File: src/rtl/audio_pkg.sv
// Shared definitions for the audio capture and playback paths.
package audio_pkg;

    localparam int ADDR_W  = 16;
    localparam int AUDIO_W = 24;
    localparam int PACK_W  = 16;

    localparam logic TLAST_LEFT  = 1'b0;
    localparam logic TLAST_RIGHT = 1'b1;

    typedef enum logic [2:0] {
        ST_IDLE,
        ST_SYNC,
        ST_CAP_L,
        ST_CAP_R,
        ST_WRITE,
        ST_DONE
    } rec_state_e;

endpackage

File: src/rtl/stereo_packer.sv
// Latches left/right samples into one packed frame word, keeping only the top
// PACK_W bits of each 24-bit sample, and flags out-of-order channels.
module stereo_packer
    import audio_pkg::*;
(
    input  logic        clock,
    input  logic        reset,
    input  logic        clear_i,
    input  logic        expectLeft_i,
    input  logic        expectRight_i,
    input  logic        valid_i,
    input  logic        last_i,
    input  logic [31:0] data_i,
    output logic [31:0] din_o,
    output logic        leftLatched_o,
    output logic        rightLatched_o,
    output logic        syncErr_o
);

    logic [PACK_W-1:0] hi_q, hi_d, lo_q, lo_d;
    logic              err_q, err_d;
    logic              isLeft;
    logic [PACK_W-1:0] sample;
    logic              unusedBits;

    assign isLeft     = (last_i == TLAST_LEFT);
    assign sample     = data_i[AUDIO_W-1 -: PACK_W];
    assign unusedBits = ^{data_i[31:AUDIO_W], data_i[AUDIO_W-PACK_W-1:0]};

    assign leftLatched_o  = expectLeft_i && valid_i && isLeft;
    assign rightLatched_o = expectRight_i && valid_i && !isLeft;

    // A stray left while waiting for right replaces the pending left half
    always_comb begin
        hi_d  = hi_q;
        lo_d  = lo_q;
        err_d = err_q;
        if (clear_i) begin
            err_d = 1'b0;
        end
        if (expectLeft_i && valid_i) begin
            if (isLeft) begin
                hi_d = sample;
            end else begin
                err_d = 1'b1;
            end
        end
        if (expectRight_i && valid_i) begin
            if (!isLeft) begin
                lo_d = sample;
            end else begin
                hi_d  = sample;
                err_d = 1'b1;
            end
        end
    end

    always_ff @(posedge clock) begin
        if (reset) begin
            hi_q  <= '0;
            lo_q  <= '0;
            err_q <= 1'b0;
        end else begin
            hi_q  <= hi_d;
            lo_q  <= lo_d;
            err_q <= err_d;
        end
    end

    assign din_o     = {hi_q, lo_q};
    assign syncErr_o = err_q;

endmodule

File: src/rtl/audio_recorder.sv
// Records the I2S receiver stream into audio BRAM, one packed L/R frame per
// address, sweeping 0..RAM_DEPTH like the playback reader.
module audio_recorder #(
    parameter int RAM_DEPTH = 65278,
    parameter int ADDR_W    = audio_pkg::ADDR_W,
    parameter bit LOOP      = 1'b0
) (
    input  logic              clock,
    input  logic              reset,
    input  logic              start,
    input  logic              stop,
    input  logic [31:0]       s_axis_tdata,
    input  logic              s_axis_tvalid,
    input  logic              s_axis_tlast,
    output logic              s_axis_tready,
    output logic [ADDR_W-1:0] bram_addr,
    output logic [31:0]       bram_din,
    output logic              bram_en,
    output logic              bram_we,
    output logic              busy,
    output logic              done,
    output logic              wrapped,
    output logic              sync_err
);
    import audio_pkg::*;

    rec_state_e        state_q, state_d;
    logic [ADDR_W-1:0] addr_q, addr_d;
    logic              done_q, done_d, wrapped_q, wrapped_d, ready_q;
    logic              atLast, launch, expectLeft, expectRight;
    logic              leftLatched, rightLatched;

    assign atLast = (addr_q == ADDR_W'(RAM_DEPTH));
    assign launch = (state_q == ST_IDLE || state_q == ST_DONE) && start && !stop;
    // The WRITE cycle doubles as the next left capture so frames can be 2 cycles apart
    assign expectLeft  = !stop && ((state_q == ST_CAP_L) ||
                                   (state_q == ST_WRITE && (LOOP || !atLast)));
    assign expectRight = !stop && (state_q == ST_CAP_R);

    stereo_packer u_packer (
        .clock          (clock),
        .reset          (reset),
        .clear_i        (launch),
        .expectLeft_i   (expectLeft),
        .expectRight_i  (expectRight),
        .valid_i        (s_axis_tvalid),
        .last_i         (s_axis_tlast),
        .data_i         (s_axis_tdata),
        .din_o          (bram_din),
        .leftLatched_o  (leftLatched),
        .rightLatched_o (rightLatched),
        .syncErr_o      (sync_err)
    );

    always_comb begin
        state_d   = state_q;
        addr_d    = addr_q;
        done_d    = done_q;
        wrapped_d = wrapped_q;
        unique case (state_q)
            ST_IDLE, ST_DONE: begin
                if (launch) begin
                    state_d   = ST_SYNC;
                    addr_d    = '0;
                    done_d    = 1'b0;
                    wrapped_d = 1'b0;
                end
            end
            ST_SYNC: begin
                if (stop) begin
                    state_d = ST_IDLE;
                end else if (s_axis_tvalid && s_axis_tlast == TLAST_RIGHT) begin
                    state_d = ST_CAP_L;
                end
            end
            ST_CAP_L: begin
                if (stop) begin
                    state_d = ST_IDLE;
                end else if (leftLatched) begin
                    state_d = ST_CAP_R;
                end
            end
            ST_CAP_R: begin
                if (stop) begin
                    state_d = ST_IDLE;
                end else if (rightLatched) begin
                    state_d = ST_WRITE;
                end
            end
            ST_WRITE: begin
                // On stop the address is left pointing at the frame just written
                if (stop) begin
                    state_d = ST_IDLE;
                end else if (atLast && !LOOP) begin
                    state_d = ST_DONE;
                    done_d  = 1'b1;
                end else begin
                    addr_d  = atLast ? '0 : addr_q + 1'b1;
                    state_d = leftLatched ? ST_CAP_R : ST_CAP_L;
                    if (atLast) begin
                        wrapped_d = 1'b1;
                    end
                end
            end
            default: state_d = ST_IDLE;
        endcase
    end

    always_ff @(posedge clock) begin
        if (reset) begin
            state_q   <= ST_IDLE;
            addr_q    <= '0;
            done_q    <= 1'b0;
            wrapped_q <= 1'b0;
            ready_q   <= 1'b0;
        end else begin
            state_q   <= state_d;
            addr_q    <= addr_d;
            done_q    <= done_d;
            wrapped_q <= wrapped_d;
            ready_q   <= 1'b1;
        end
    end

    assign busy          = (state_q == ST_SYNC) || (state_q == ST_CAP_L) ||
                           (state_q == ST_CAP_R) || (state_q == ST_WRITE);
    assign bram_en       = busy;
    assign bram_we       = (state_q == ST_WRITE);
    assign bram_addr     = addr_q;
    assign done          = done_q;
    assign wrapped       = wrapped_q;
    assign s_axis_tready = ready_q;

endmodule

File: config.mk
export PLATFORM = sky130hd
export DESIGN_NAME = audio_recorder
export DESIGN_NICKNAME = d
export VERILOG_FILES = /design/src/rtl/audio_pkg.sv /design/src/rtl/stereo_packer.sv /design/src/rtl/audio_recorder.sv
export SDC_FILE = /design/constraint.sdc
export NUM_CORES = 1
export LEC_CHECK = 0
export BUFFER_PORTS_ARGS = -buffer_cell sky130_fd_sc_hd__clkbuf_2
export CORE_ASPECT_RATIO = 1.2
export CORE_UTILIZATION = 36
export DETAILED_ROUTE_END_ITERATION = 10
export GPL_TIMING_DRIVEN = 0
export SLEW_MARGIN = 20
export SYNTH_ARGS = -nofsm -noshare
export SYNTH_HDL_FRONTEND = slang
export SYNTH_HIERARCHICAL = 1
export SYNTH_SLANG_ARGS = --single-unit
File: constraint.sdc
create_clock -name clock -period 4.5 [get_ports clock]
set_clock_uncertainty 0.1 [all_clocks]
set_input_delay 0.9 -clock clock [delete_from_list [all_inputs] [get_ports clock]]
set_output_delay 0.9 -clock clock [all_outputs]
set_load 0.01 [all_outputs]
==> results by group <==
Outcome
  • Outcome: finished, final reports clean

Synthesis
  • Cell variety after synth: between 50 and 60
  • EDFF count, synth: 0
  • Sequential-to-total area share from yosys stat: 41.0%
  • Mapped Area: between 2000 and 3000 um^2
  • Top-area cell type share of the netlist area: 41.0%
  • Async S/R FF share, synth: 0%
  • Syn Nets: about 340
  • Synth Area per Inst: around 8.9 um^2
  • Yosys top cell by area: dfxtp_1
  • Dominant synthesized flop cell: dfxtp_1
  • Post-Syn Instances: ~300
  • Dominant cells by area after synthesis: dfxtp_1 41%, nand2b_1 8.3%, mux2i_1 6.4%, nand2_1 6.3%, a21oi_1 4.4%
  • FF+latch count, synth: 54
  • Ys Warns: 6

Die
  • Total core area: ~7000 um^2
  • Die ar.: roughly 7700 um^2
  • Die span in x: about 80 um
  • Die height: 95.8 um
  • Initial Utilization: 37.8%
  • FP Rows: 33
  • Ports: 93

Route
  • Antenna viol nets, final: 0
  • Starting DRT DRC Count: 57
  • Vias per cell: about 5
  • WL/cell: 12.5 um
  • DRC violation count after routing: 0
  • Via count: 2291
  • Drt pass-1 iters: 4
  • Final Routed Wirelength: between 5000 and 6000 um

Final layout
  • Number of diodes: 0
  • Layout net count: around 420
  • Finished Cell Area: between 3000 and 4000 um^2
  • Area delta synth->final: 22.6%
  • Layout cells sized above 1: about 29%

Critical path
  • Critical Path RT: between 3000 and 4000 ps
  • CP endpoint kind: output port
  • CP Launch Type: register
  • Critical path class: register to output port
  • Crit Path Max Fanout: 10
  • Worst EP arrival: about 1600 ps

STA
  • WHS: between 300 and 400 ps
  • Worst slew margin: between 60% and 70%
  • Worst slew pin tran: between 500 and 600 ps
  • Final TNS setup: 0 ps
  • Final Hold Fails: 0
  • RSZ-0062 raised after global routing: false
  • Final period util: around 59%
  • Final setup fails: 0
  • Final max-slew violation count: 0
  • Final min period: 2640 ps
  • Max frequency: about 380 MHz

Clocking
  • CTS tree: done
  • H-tree levels: 2
  • CTS sink cnt: 54
  • Post-CTS Hold Fix Bufs: 0
  • Root Buffer: clkbuf_8
  • Total CTS buffers: 5
  • Postcts setup bufs: 0
  • Gates resized, CTS repair: 0
  • Clock Latency Late Sink: roughly 310 ps
  • Clock-pin slew on the worst setup and hold paths: 110 ps
  • Maximum root-to-sink buffer count: 2

Placement
  • Placer Congestion: approximately 0.77
  • HPWL after DPL: about 4400 um
  • Buffers on Ports: 75
  • Area after DPL: 3120 um^2

Global route
  • Vias in the first global route: 1967
  • Largest net degree at the start of global routing: 18
  • Initial antenna violation count: 0
  • Tot GR Track Use: around 15%
  • GR Overflow Total: 0
  • Global-route wire length before repair: approximately 9100 um

Worst hold path
  • Min-delay worst type: register to register

Power
  • P_leak: between 0.001 and 0.0015 uW
  • Pwr dens: ~280 nW/um^2
  • Worst vdd ir: between 0.00015 and 0.0002 V
  • Design Power: roughly 920 uW

Job
  • Max_cap viols: 0
path summary, 6_finish.rpt:
path / start / to / slack, ps / depth (start not counted)
min: u_packer/lo_q[10] / u_packer/lo_q[10] / 360 / 2
max reg2reg: bram_addr[1] / register / 1860 / 9
max: state_q[0] / busy / 1860 / 5
min reg2reg: u_packer/lo_q[10] / u_packer/lo_q[10] / 360 / 2
per-stage QoR:
step | setup WS (ps) | instances | utilization, %
detailed placement | 1810 | 457 | 44.8
floorplan | 2190 | 295 | -
global placement | 1820 | 457 | 44.8
global route | 1720 | 465 | 46.4
finish | 1860 | 465 | 46.4
CTS | 1840 | 465 | 46.4
Yosys cell counts (all sizes together), types with 6 or more instances:
cell type / n
mux2i: 17
nand2: 44
o21ai: 6
nand3: 9
xnor2: 12
nor2: 22
nand2b: 35
buf: 11
inv: 6
a21oi: 23
dfxtp: 54
final cells by class:
cell class	count	area (um^2)
repair buffers	75	375
multi-input cells	218	1420
plain buffers	16	111
inverters	7	27.5
clock inverters	3	43.8
well taps	87	109
flip-flops and latches	54	1080
clock buffers	5	68.8
fillers	713	3740
where the power goes:
| part | leakage, uW | switching [uW] | internal [uW] |
|---|---|---|---|
| Sequential | 0.000435 | 3.50 | 482 |
| Clock | 0.0000585 | 168 | 167 |
| Combinational | 0.000892 | 56.4 | 44.9 |
critical path: stages, from the launching register on:
cell and delay, ps:
dfxtp_1 410, clkbuf_1 360, nor2_1 110, xnor2_1 200, buf_4 140, clkbuf_2 110
metal layers:
| layer | track usage, % | routed length [um] | up-vias |
|---|---|---|---|
| met5 | 0 | 0 | - |
| met4 | 4.91 | 56 | 0 |
| met3 | 2.84 | 295 | 7 |
| met2 | 26.9 | 2760 | 66 |
| met1 | 18.0 | 2700 | 1052 |
| li1 | - | - | 1166 |
cell families (layout without fill, tap and decap cells):
group                    after synthesis  after routing  synth area share (%)
flip-flops                            54             54                  41.0
AND/OR/NAND/NOR                      134            134                  27.9
other                                  1              1                 0.142
adder cells (fa/ha/maj)                3              3                  1.33
AO/OA/AOI/OAI                         49             49                  13.2
buffers and inverters                 23            106                  5.26
XOR/XNOR                              13             13                  4.31
multiplexers                          18             18                  6.88
cells in the final DEF, fill, tap and decap left out, drive strengths merged, types with 2 or more instances in the layout:
cell	netlist	final
a2111oi	2	2
a211oi	4	4
a21oi	23	23
a32oi	2	2
and2	2	2
and3	2	2
buf	11	11
clkbuf	5	85
clkinv	1	2
dfxtp	54	54
ha	2	2
inv	6	7
mux2i	17	17
nand2	44	44
nand2b	35	35
nand3	9	9
nand4	5	5
nor2	22	22
nor2b	5	5
nor4	4	4
o21ai	6	6
o22ai	2	2
or3	2	2
xnor2	12	12
No activity file was read; power rests on OpenSTA's default activity.
